$ cat config.mk
export PLATFORM = sky130hd
export DESIGN_NAME = div_ctrl
export DESIGN_NICKNAME = d
export VERILOG_FILES = /design/src/rtl/div_ctrl.sv
export SDC_FILE = /design/constraint.sdc
export NUM_CORES = 1
export LEC_CHECK = 0
export CORE_MARGIN = 10
export CORE_UTILIZATION = 45
export DETAILED_ROUTE_END_ITERATION = 8
export GPL_TIMING_DRIVEN = 0
export PLACE_DENSITY = 0.66
export SLEW_MARGIN = 20
export SYNTH_ARGS = -nofsm -noshare
export SYNTH_HDL_FRONTEND = slang
export SYNTH_SLANG_ARGS = --single-unit
$ cat constraint.sdc
create_clock -name clk -period 5.15 [get_ports clk]
set_input_delay 1.545 -clock clk [delete_from_list [all_inputs] [get_ports clk]]
set_output_delay 1.545 -clock clk [all_outputs]
set_load 0.01 [all_outputs]
$ cat src/rtl/div_ctrl.sv
// div_ctrl: 32-step restoring divider control for DIV/DIVU/REM/REMU.
// Define DIV_ZERO_FAST_EN to retire divide-by-zero and signed overflow in one cycle.
module div_ctrl #(
  parameter int XLEN = 32
) (
  input  logic            clk,
  input  logic            rst,
  input  logic            start_i,
  input  logic            flush_i,
  input  logic [1:0]      op_i,
  input  logic [XLEN-1:0] dividend_i,
  input  logic [XLEN-1:0] divisor_i,
  input  logic [4:0]      rd_addr_i,
  output logic            busy_o,
  output logic            valid_o,
  output logic [XLEN-1:0] result_o,
  output logic [4:0]      rd_addr_o,
  output logic            stallreq_o
);

  typedef enum logic [1:0] {
    IDLE,
    CALC,
    DONE
  } state_t;

  localparam logic [XLEN-1:0] MIN = {1'b1, {(XLEN-1){1'b0}}};

  state_t          state_q, state_d;
  logic [5:0]      cnt_q;
  logic [1:0]      op_q;
  logic [4:0]      rd_q;
  logic            neg_a_q, neg_b_q, dz_q;
  logic [XLEN-1:0] dvs_q, rem_q, quo_q;

  logic            is_signed, a_neg, b_neg, dz, fast, accept;
  logic [XLEN-1:0] a_mag, b_mag;
  logic [XLEN:0]   shl, diff;
  logic [XLEN-1:0] q_res, r_res, res;

  always_comb begin
    is_signed = ~op_i[0];
    a_neg     = is_signed & dividend_i[XLEN-1];
    b_neg     = is_signed & divisor_i[XLEN-1];
    a_mag     = a_neg ? -dividend_i : dividend_i;
    b_mag     = b_neg ? -divisor_i : divisor_i;
    dz        = (divisor_i == '0);
`ifdef DIV_ZERO_FAST_EN
    fast      = dz | (is_signed & (dividend_i == MIN)
                      & (divisor_i == '1));
`else
    fast      = 1'b0;
`endif
    accept    = (state_q == IDLE) & start_i & ~flush_i;
  end

  always_comb begin
    shl  = {rem_q, quo_q[XLEN-1]};
    diff = shl - {1'b0, dvs_q};
  end

  always_ff @(posedge clk) begin
    if (rst) state_q <= IDLE;
    else     state_q <= state_d;
  end

  always_comb begin
    state_d = state_q;
    unique case (state_q)
      IDLE: if (accept) state_d = fast ? DONE : CALC;
      CALC: if (cnt_q == 6'd31) state_d = DONE;
      DONE: state_d = IDLE;
      default: state_d = IDLE;
    endcase
    if (flush_i) state_d = IDLE;
  end

  always_ff @(posedge clk) begin
    if (rst) begin
      cnt_q   <= '0;
      op_q    <= '0;
      rd_q    <= '0;
      neg_a_q <= 1'b0;
      neg_b_q <= 1'b0;
      dz_q    <= 1'b0;
      dvs_q   <= '0;
      rem_q   <= '0;
      quo_q   <= '0;
    end else if (accept) begin
      cnt_q   <= '0;
      op_q    <= op_i;
      rd_q    <= rd_addr_i;
      neg_a_q <= a_neg;
      neg_b_q <= b_neg;
      dz_q    <= dz;
      dvs_q   <= b_mag;
      rem_q   <= '0;
      quo_q   <= a_mag;
`ifdef DIV_ZERO_FAST_EN
      // fast x/0 skips CALC: preload the remainder the steps would produce
      if (dz) rem_q <= a_mag;
`endif
    end else if (state_q == CALC) begin
      cnt_q <= cnt_q + 6'd1;
      if (!diff[XLEN]) begin
        rem_q <= diff[XLEN-1:0];
        quo_q <= {quo_q[XLEN-2:0], 1'b1};
      end else begin
        rem_q <= shl[XLEN-1:0];
        quo_q <= {quo_q[XLEN-2:0], 1'b0};
      end
    end
  end

  always_comb begin
    q_res = dz_q ? '1
          : ((neg_a_q ^ neg_b_q) ? -quo_q : quo_q);
    r_res = neg_a_q ? -rem_q : rem_q;
    res   = op_q[1] ? r_res : q_res;
  end

  assign busy_o     = (state_q != IDLE);
  assign valid_o    = (state_q == DONE);
  assign result_o   = valid_o ? res : '0;
  assign rd_addr_o  = rd_q;
  assign stallreq_o = ~rst & (accept | (state_q == CALC));

endmodule

* Yosys cells after proc, flatten, opt, wreduce, memory -nomap -nowiden
Cells that the tools add are included.
Word-level totals: flip-flop bits (word level) 114, bits of input ports 75
Cells by class: add/sub/neg operators 6, equal/unequal tests 5, multiplexer cells 14, bitwise gates (word level) 10, reductions and logical operators 7
Operators with widths (number):
- two-way mux 32 bit | 10
- negator 32 bit | 4
- subtractor 33 x 32 -> 33 bit | 1
- logical NOT 32 bit | 1
- adder 6 x 1 -> 6 bit (second input constant) | 1
- == test 6 x 5 -> 1 bit (second input constant) | 1
- AND 1 bit | 5
- two-way mux 2 bit | 2
- != test 2 bit (second input constant) | 2
- one-hot mux 2 bit (2 select lines) | 1
- nonzero test 2 bit | 2
- OR reduction 2 bit | 2
- NOT 1 bit | 3
- == test 2 x 1 -> 1 bit (second input constant) | 1
- == test 2 bit (second input constant) | 1
- logical NOT 2 bit | 1
- AND reduction 2 bit | 1
- two-way mux 1 bit | 1
- OR 1 bit | 1
- bitwise XOR 1 bit | 1

* Depth between registers and ports, before layout
Gate-level depths: netlist of run 1.
depth in word-level cells 5, mapped depth 14, gate-level depth less buffers 12

* Least setup slack after synthesis of run 1
No wires, ideal clock.
kind flip-flop to output port, start register rem_q[7], end output port result_o[29], arrival time 3.539 ns, required time 3.605 ns, slack 0.066 ns, cell stages (with the launch flop) 10, buffers on the path 0, cells stage by stage dfxtp_1 -> or4_4 -> or4b_1 -> or2_1 -> or3_4 -> or4_4 -> or3b_4 -> o31ai_1 -> xor2_1 -> a221oi_1
Between the ends: longest elaborated chain between the ends 4
Ends and longest elaborated chain:
- from (decl) | RTL line 34 | logic [XLEN-1:0] dvs_q, rem_q, quo_q;
- from (signal assigned) | RTL line 106 | rem_q <= diff[XLEN-1:0];
- from (signal assigned) | RTL line 109 | rem_q <= shl[XLEN-1:0];
- negator 32 bit | RTL line 118 | r_res = neg_a_q ? -rem_q : rem_q;
- two-way mux 32 bit | RTL line 118
- two-way mux 32 bit | RTL line 119 | res = op_q[1] ? r_res : q_res;
- two-way mux 32 bit | RTL line 124 | assign result_o = valid_o ? res : '0;
- to (decl) | RTL line 16 | output logic [XLEN-1:0] result_o,
No other way between the ends.

* Worst setup path after layout of run 1
start register rem_q[7], end output port result_o[31]
Same word-level chain as after synthesis.

==> results of run 1 <==
-- synthesized netlist by cell type (all sizes together), types with 6 or more instances --
cell,instances,share of area
a211oi,38,0.031
a21o,10,0.0082
a21oi,151,0.082
a221oi,26,0.026
a22oi,30,0.025
a31oi,7,0.0048
and2,6,0.0041
and3,7,0.0048
buf,9,0.0042
clkbuf,69,0.028
dfxtp,113,0.25
ha,37,0.050
inv,55,0.023
mux2i,21,0.023
nand2,116,0.047
nand2b,14,0.0096
nand3,8,0.0044
nand4,14,0.0096
nor2,99,0.041
nor2b,8,0.0055
nor3,32,0.017
nor4,15,0.010
o21ai,83,0.045
o22ai,8,0.0055
o31ai,20,0.018
o41ai,12,0.011
or2,9,0.0061
or3,20,0.014
or4,9,0.0082
xnor2,65,0.062
xor2,81,0.077
-- what timing repair did --
action,in CTS,in global routing
buffers inserted,8,3
gates resized for setup,46,11
pin swaps,9,8
endpoints found under the setup margin,15,12
-- per-layer routing --
metal	vias to the layer above	wire, um	track usage
li1	4797	-	-
met1	4672	15300	0.332
met2	364	14500	0.365
met3	37	2310	0.0442
met4	0	499	0.0582
met5	-	0	0
-- how the worst min path moves through the flow --
stage | startpoint | to | slack [ns] | cells after the start
2_1_floorplan | dvs_q[17] | dvs_q[17] | 0.43 | 2
3_3_place_gp | dvs_q[17] | dvs_q[17] | 0.44 | 2
3_5_place_dp | rd_addr_o[1] | rd_addr_o[1] | 0.45 | 2
4_1_cts | rd_addr_o[3] | rd_addr_o[3] | 0.46 | 2
5_1_grt | rd_addr_o[1] | rd_addr_o[1] | 0.48 | 2
6_report | rd_addr_o[1] | rd_addr_o[1] | 0.45 | 2
-- critical path, stage by stage, from the launching register on --
cell and delay (ns):
dfxtp_4 0.35, or4_4 0.53, or4b_4 0.49, or2_1 0.25
or3_4 0.34, or4_4 0.43, or3b_4 0.42, o31ai_4 0.23
xnor2_2 0.11, a221oi_2 0.26, buf_2 0.19
-- cells by family after synthesis --
group / after synthesis
xor+xnor: 146
buf+inv: 133
flops: 113
mux: 22
compound gates: 421
simple gates: 368
fa+ha+maj: 38
-- power breakdown --
part	total (uW)	internal [uW]	switching [uW]
clock	1180	716	461
sequential	1010	925	80.9
combinational	1120	472	646
-- area by class of cell --
| cell class | instances | area, um2 | area share |
|---|---|---|---|
| Multi-Input combinational cell | 995 | 6540 | 0.572 |
| Sequential cell | 113 | 2270 | 0.199 |
| Timing Repair Buffer | 124 | 1190 | 0.104 |
| Clock buffer | 17 | 425 | 0.0372 |
| Tap cell | 270 | 338 | 0.0295 |
| Buffer | 78 | 300 | 0.0263 |
| Inverter | 55 | 206 | 0.0181 |
| Clock inverter | 15 | 159 | 0.0139 |
-- flip-flops by register name, indices dropped and copies added (netlist names) --
signal	flops
state_q	2
neg_a_q	1
quo_q	32
dvs_q	32
neg_b_q	1
dz_q	1
rd_addr_o	5
rem_q	32
op_q	1
cnt_q	6
-- per-stage QoR --
stage / hold slack, ns / power (uW)
after floorplan: 0.432 / 1760
after global placement: 0.441 / 2060
after detailed placement: 0.449 / 2070
after CTS: 0.456 / 3270
after global routing: 0.478 / 3470
final: 0.454 / 3300
==> impl_metrics.env, run 1 <==
export IMPL_status="complete, but fails checks"
export IMPL_violations="setup timing"
export IMPL_drtIter0Drc=917
export IMPL_fin_ws_ns=-0.415
export IMPL_rows=52
export IMPL_postRouteAntennaNets=0
export IMPL_relSlewSlack=0.380
export IMPL_cp_startpoint="rem_q[7]"
export IMPL_synth_mux_area_frac=0.0242
export IMPL_max_freq_ghz=0.180
export IMPL_fin_tns_setup_ns=-1.83
export IMPL_ctsHoldBuffers=0
export IMPL_skew_ns=0.00948
export IMPL_critPathCaptureType="output port"
export IMPL_r2r_end="rem_q[20]"
export IMPL_die_h_um=163
export IMPL_finalMaxSlewViolations=0
export IMPL_leakagePower_uw=0.00422
export IMPL_htree_levels=4
export IMPL_drv_cap=0
export IMPL_clk_path_buf_depth=2
export IMPL_syn_area_per_cell_um2=7.39
export IMPL_synth_seq_cells=113
export IMPL_finalCriticalPeriod_ns=5.57
export IMPL_design_area_um2=11400
export IMPL_io_buffers=113
export IMPL_clk_latency_ns=0.43
export IMPL_netlist_instances=1241
export IMPL_fp_dieW_um=163
export IMPL_grt_pass1_vias=9177
export IMPL_setup_violations=6
export IMPL_dp_hpwl_mm=25.4
export IMPL_wl_per_cell_um=19.5
export IMPL_nets=1497
export IMPL_grt_ovfl_total=0
export IMPL_drive_above_1_share=0.0651
export IMPL_final_common_cell="a21oi_1"
export IMPL_via_per_inst=5.92
export IMPL_rrSetupSlack_ns=0.62
export IMPL_start_util=0.455
export IMPL_ys_types=64
export IMPL_synthSimpleGateAreaFrac=0.193
export IMPL_drc=0
export IMPL_preCtsSetupSlack_ns=-0.603
export IMPL_cts_tree="done"
export IMPL_critical_path_max_fanout=3
export IMPL_worst_pin_slew_ns=0.906
export IMPL_fill_cells=1961
export IMPL_ys_seq_area_frac=0.247
export IMPL_track_usage=0.237
export IMPL_synth_top_family_by_area="compound AO/OA/AOI/OAI gates"
export IMPL_grt_setup_unrepaired="true"
export IMPL_synth_xor_area_frac=0.139
export IMPL_area_delta_synth_final_pct=24.7
export IMPL_r2r_start="quo_q[31]"
export IMPL_grt_first_pass_wirelength_mm=50.4
export IMPL_gp_congestion=0.953
export IMPL_synth_nets=1354
export IMPL_vias=9870
export IMPL_die_area_um2=26500
export IMPL_cts_sinks=113
export IMPL_placed_area_um2=10600
export IMPL_synth_async_sr_flop_share=0
export IMPL_hold_viol=0
export IMPL_required_ns=3.61
export IMPL_hp_class="reg2reg"
export IMPL_cts_root_buffer="clkbuf_16"
export IMPL_critPathCapture="result_o[31]"
export IMPL_final_min_period_over_clock_period=1.08
export IMPL_firstDrtPassIters=5
export IMPL_p_per_area_nw_per_um2=289
export IMPL_synth_compound_area_frac=0.290
export IMPL_cts_buffers=17
export IMPL_final_core_util=0.567
export IMPL_ir_drop_v=0.000234
export IMPL_io_pins=115
export IMPL_crit_arrival_ns=4.02
export IMPL_final_cells=1667
export IMPL_grt_max_degree=17
export IMPL_routed_wl_mm=32.6
export IMPL_synthAdderAreaFrac=0.0527
export IMPL_reg2reg_depth=14
export IMPL_ys_warn_count=0
export IMPL_core_area_um2=20200
export IMPL_crit_type="reg2out"
export IMPL_syn_cell_area_um2=9170
export IMPL_antenna_found_initial=0
export IMPL_path_clk_slew_ns=0.06
export IMPL_diodes=0
export IMPL_final_cell_mix="a21oi_1 (151), nand2_1 (115), dfxtp_1 (110)"
export IMPL_synth_edf_count=0
export IMPL_worst_setup_path_start_kind="register"
export IMPL_place_inst=1624
export IMPL_synth_ff_type="dfxtp_1"
No activity file was read; power rests on OpenSTA's default activity.
==> run 2: changes to the inputs <==
- PLACE_DENSITY: 0.66 -> 0.67
- clock period: 5.15 -> 5.74 ns (I/O delays scaled with it)
==> run 2 against run 1 <==
Against the previous run:
- setup slack improved by 0.34 ns
- largest power group unchanged
- clock skew barely moved
- the run still ends with setup timing left
- non-clock buffer count shrank 8
- critical path type unchanged
- register-to-register slack improved by 0.47 ns
- highest routed layer unchanged
- power is 6.8% lower
==> impl_metrics.env, run 2 (synthesized netlist as in run 1, its figures left out) <==
export IMPL_status="complete, but fails checks"
export IMPL_violations="setup timing"
export IMPL_rows=52
export IMPL_grtUsageMet3=0.0650
export IMPL_setup_violations=1
export IMPL_core_area_um2=20200
export IMPL_track_usage=0.234
export IMPL_finalMaxSlewViolations=0
export IMPL_vias=9828
export IMPL_slowest_delay_ns=0.54
export IMPL_worst_setup_path_start_kind="register"
export IMPL_crit_chain="or4_4 > or4b_4 > or2_4 > or3_4 > or4_4 > or3b_4 > o31ai_4 > xnor2_2 > a221oi_2 > buf_2"
export IMPL_routed_wl_mm=31.6
export IMPL_top_regs="dvs_q: 32 flops, quo_q: 32 flops, rem_q: 32 flops"
export IMPL_met1_usage=0.308
export IMPL_cts_sinks=113
export IMPL_required_ns=4.02
export IMPL_fin_ws_ns=-0.0783
export IMPL_critPathBufInv=1
export IMPL_power_uw=3080
export IMPL_antenna_found_initial=0
export IMPL_ir_drop_v=0.000233
export IMPL_drc=0
export IMPL_finalCriticalPeriod_ns=5.82
export IMPL_diodes=0
export IMPL_grt_max_degree=17
export IMPL_drtIter0Drc=986
export IMPL_grt_first_pass_wirelength_mm=50.1
export IMPL_critPathCaptureType="output port"
export IMPL_hold_viol=0
export IMPL_rrSetupSlack_ns=1.09
export IMPL_htree_levels=4
export IMPL_wl_per_cell_um=19.1
export IMPL_p_per_area_nw_per_um2=271
export IMPL_skew_ns=0.00927
export IMPL_cp_top_family="simple AND/OR/NAND/NOR gates"
export IMPL_nets=1489
export IMPL_io_pins=115
export IMPL_start_util=0.455
export IMPL_grt_ovfl_total=0
export IMPL_firstDrtPassIters=8
export IMPL_r2r_start="quo_q[31]"
export IMPL_reg2reg_depth=14
export IMPL_dp_hpwl_mm=25.0
export IMPL_relSlewSlack=0.440
export IMPL_use_met2=0.365
export IMPL_critPathSlowestCell="or4_4"
export IMPL_grt_setup_unrepaired="true"
export IMPL_place_inst=1624
export IMPL_clk_latency_ns=0.43
export IMPL_cts_root_buffer="clkbuf_16"
export IMPL_path_clk_slew_ns=0.06
export IMPL_via_per_inst=5.92
export IMPL_fill_cells=1946
export IMPL_cts_tree="done"
export IMPL_drive_above_1_share=0.0497
export IMPL_critical_path_max_fanout=3
export IMPL_final_common_cell="a21oi_1"
export IMPL_critPathCapture="result_o[31]"
export IMPL_final_min_period_over_clock_period=1.01
export IMPL_final_cells=1659
export IMPL_preCtsSetupSlack_ns=-0.246
export IMPL_cts_buffers=17
export IMPL_crit_top_cell="or4_4"
export IMPL_cp_startpoint="rem_q[8]"
export IMPL_leakagePower_uw=0.00417
export IMPL_drv_cap=0
export IMPL_worst_pin_slew_ns=0.818
export IMPL_worst_path_stages=10
export IMPL_die_h_um=163
export IMPL_grt_pass1_vias=9441
export IMPL_fp_dieW_um=163
export IMPL_crit_type="reg2out"
export IMPL_clk_path_buf_depth=2
export IMPL_final_cell_mix="a21oi_1 (151), nand2_1 (116), dfxtp_1 (110)"
export IMPL_postRouteAntennaNets=0
export IMPL_r2r_end="rem_q[17]"
export IMPL_gp_congestion=0.985
export IMPL_crit_arrival_ns=4.10
export IMPL_die_area_um2=26500
export IMPL_io_buffers=113
export IMPL_hp_class="reg2reg"
export IMPL_max_freq_ghz=0.172
export IMPL_area_delta_synth_final_pct=24.0
export IMPL_top_usage_layer="met2"
[run 2: worst reg2reg max path: cells and delay by family (launching register included)]
family | cells | cell delay (ns)
compound gates | 6 | 1.69
buf+inv | 3 | 1.10
fa+ha+maj | 2 | 0.65
flops | 1 | 0.32
xor+xnor | 1 | 0.32
mux | 1 | 0.25
simple gates | 1 | 0.18
[run 2: layout make-up]
class,instances,area (um2),area share
Clock buffer,19,443,0.0389
Clock inverter,13,219,0.0193
Inverter,55,206,0.0182
Tap cell,270,338,0.0297
Sequential cell,113,2270,0.200
Multi-Input combinational cell,995,6460,0.568
Timing Repair Buffer,116,1140,0.0999
Buffer,78,298,0.0262
[run 2: report_power, final]
part | switching, uW | total, uW | internal (uW)
clock network | 412 | 1200 | 790
logic | 570 | 974 | 404
registers | 70.4 | 901 | 830
[run 2: worst min path at each step]
stage | startpoint | to | slack [ns] | cells past startpoint
2_1_floorplan | dvs_q[17] | dvs_q[17] | 0.43 | 2
3_3_place_gp | rd_addr_o[1] | rd_addr_o[1] | 0.44 | 2
3_5_place_dp | rd_addr_o[4] | rd_addr_o[4] | 0.45 | 2
4_1_cts | dvs_q[17] | dvs_q[17] | 0.46 | 2
5_1_grt | rd_addr_o[1] | rd_addr_o[1] | 0.48 | 2
6_report | dvs_q[17] | dvs_q[17] | 0.46 | 2
[run 2: through the flow]
step | utilization | hold WS [ns] | TNS (ns) | area, um2
2_1_floorplan | - | 0.432 | 0 | 9170
3_3_place_gp | 0.527 | 0.442 | -0.592 | 10600
3_5_place_dp | 0.527 | 0.451 | -0.645 | 10600
4_1_cts | 0.563 | 0.459 | -0.113 | 11400
5_1_grt | 0.564 | 0.478 | -0.217 | 11400
6_report | 0.564 | 0.455 | -0.0783 | 11400
[run 2: repair_timing]
item | in CTS | in global routing
setup endpoints to repair | 6 | 4
pin swaps | 7 | 3
hold buffers | 0 | 0
gates resized for setup | 24 | 6
buffers inserted | 3 | 0
cloned | 0 | 0
[run 2: layer usage]
layer	wire, um	vias to the layer above
li1	-	4793
met1	14300	4631
met2	14100	364
met3	2540	40
met4	665	0
met5	0	-
==> run 3: changes to the inputs <==
- REMOVE_ABC_BUFFERS: unset -> 1
==> run 3 against run 2 <==
Against the previous run:
- the run still ends with setup timing left
- utilization decreased by 0.60 points
- via count down 5.8%
- wire length is 17% lower
- sequential cell count stayed put
- non-clock buffer count shrank 59
- die area unchanged
- largest cell class unchanged
==> impl_metrics.env, run 3 (synthesized netlist as in run 1, its figures left out) <==
export IMPL_status="complete, but fails checks"
export IMPL_violations="setup timing"
export IMPL_grt_ovfl_total=0
export IMPL_final_cell_mix="a21oi_1 (151), nand2_1 (116), dfxtp_1 (108), clkdlybuf4s50_1 (108), nor2_1 (96)"
export IMPL_area_delta_synth_final_pct=22.7
export IMPL_firstDrtPassIters=6
export IMPL_gp_congestion=0.919
export IMPL_final_core_util=0.558
export IMPL_cts_sinks=113
export IMPL_grt_pass1_vias=8623
export IMPL_die_area_um2=26500
export IMPL_final_common_cell="a21oi_1"
export IMPL_rows=52
export IMPL_fin_ws_ns=-0.0674
export IMPL_core_area_um2=20200
export IMPL_cts_buffers=17
export IMPL_critical_path_max_fanout=3
export IMPL_leakagePower_uw=0.00417
export IMPL_grt_max_degree=46
export IMPL_routed_wl_mm=26.3
export IMPL_track_usage=0.192
export IMPL_max_freq_ghz=0.172
export IMPL_ctsHoldBuffers=0
export IMPL_required_ns=4.02
export IMPL_grt_first_pass_wirelength_mm=42.8
export IMPL_die_h_um=163
export IMPL_clk_path_buf_depth=2
export IMPL_fin_tns_setup_ns=-0.0679
export IMPL_grt_setup_unrepaired="true"
export IMPL_hp_class="reg2reg"
export IMPL_io_buffers=114
export IMPL_r2r_start="quo_q[31]"
export IMPL_relSlewSlack=0.387
export IMPL_critPathCaptureType="output port"
export IMPL_start_util=0.455
export IMPL_nets=1430
export IMPL_io_pins=115
export IMPL_fp_dieW_um=163
export IMPL_finalCriticalPeriod_ns=5.81
export IMPL_worst_pin_slew_ns=0.912
export IMPL_worst_setup_path_start_kind="register"
export IMPL_cts_tree="done"
export IMPL_diodes=0
export IMPL_path_clk_slew_ns=0.05
export IMPL_crit_arrival_ns=4.09
export IMPL_via_per_inst=5.80
export IMPL_drv_cap=0
export IMPL_clk_latency_ns=0.42
export IMPL_antenna_found_initial=0
export IMPL_ir_drop_v=0.000221
export IMPL_hold_viol=0
export IMPL_postRouteAntennaNets=0
export IMPL_drive_above_1_share=0.0708
export IMPL_finalMaxSlewViolations=0
export IMPL_dp_hpwl_mm=19.9
export IMPL_drtIter0Drc=582
export IMPL_final_min_period_over_clock_period=1.01
export IMPL_hold_start="dvs_q[25]"
export IMPL_skew_ns=0.00713
export IMPL_placed_area_um2=10600
export IMPL_cp_startpoint="rem_q[8]"
export IMPL_p_per_area_nw_per_um2=258
export IMPL_crit_type="reg2out"
export IMPL_wl_per_cell_um=16.5
export IMPL_htree_levels=4
export IMPL_drc=0
export IMPL_setup_violations=2
export IMPL_cts_root_buffer="clkbuf_16"
export IMPL_design_area_um2=11300
export IMPL_vias=9261
export IMPL_top_regs="dvs_q: 32 flops, quo_q: 32 flops, rem_q: 32 flops"
[run 3: changes by cell type in the layout (fill, tap and decap cells not counted), sizes merged]
| cell | before | now |
|---|---|---|
| clkbuf | 89 | 23 |
| buf | 14 | 25 |
| inv | 60 | 55 |
| bufinv | 5 | 2 |
| clkinv | 2 | 4 |
| clkinvlp | 1 | 0 |
[run 3: power by group]
| group | total (uW) | internal, uW | switching, uW |
|---|---|---|---|
| Sequential | 893 | 831 | 62.4 |
| Clock | 1060 | 685 | 372 |
| Combinational | 955 | 422 | 533 |
| Total | 2910 | 1940 | 967 |
[run 3: worst max-delay path, cell delays in order, from the launching register on]
cell and delay (ns):
dfxtp_4 0.34, or4_4 0.54, or4b_4 0.50, or2_1 0.27, or3_4 0.35, or4_4 0.45, or3b_4 0.45, o31ai_4 0.26
xnor2_2 0.09, a221oi_2 0.25, buf_2 0.18
[run 3: layout make-up]
| cell class | count | area (um2) |
|---|---|---|
| Clock inverter | 6 | 80.1 |
| Fill cell | 1989 | 8920 |
| Inverter | 55 | 206 |
| Timing Repair Buffer | 135 | 1340 |
| Tap cell | 270 | 338 |
| Clock buffer | 23 | 498 |
| Sequential cell | 113 | 2270 |
| Multi-Input combinational cell | 995 | 6520 |
[run 3: metal layers]
metal | GRT usage | part of all wire | up-vias
li1 | - | - | 4672
met1 | 0.251 | 0.46 | 4348
met2 | 0.311 | 0.47 | 208
met3 | 0.0412 | 0.051 | 33
met4 | 0.0570 | 0.022 | 0
met5 | 0 | 0 | -
[run 3: repair_timing]
item                                    4_1_cts  5_1_grt
cloned                                        0        0
resized for setup                            23        7
endpoints found under the setup margin       13        5
hold endpoints to repair                      0        0
setup buffers                                 1        5
pin swaps                                     2        5
[run 3: worst paths after layout]
| kind | to | slack [ns] | cells past startpoint |
|---|---|---|---|
| setup / recovery | result_o[31] | -0.07 | 10 |
| hold / removal | dvs_q[25] | 0.45 | 2 |
| setup reg to reg | rem_q[8] | 1.43 | 14 |
| hold reg to reg | dvs_q[25] | 0.45 | 2 |
[run 3: metrics by stage]
step           power (uW)  instances  setup WS [ns]  hold WS [ns]
6_report             2910       1597        -0.0674         0.453
3_3_place_gp         1820       1547         -11.18         0.441
5_1_grt              3060       1597         -0.135         0.473
4_1_cts              2890       1592        -0.0190         0.454
3_5_place_dp         1830       1562         -0.158         0.448
2_1_floorplan        1570       1163          -5.51         0.426
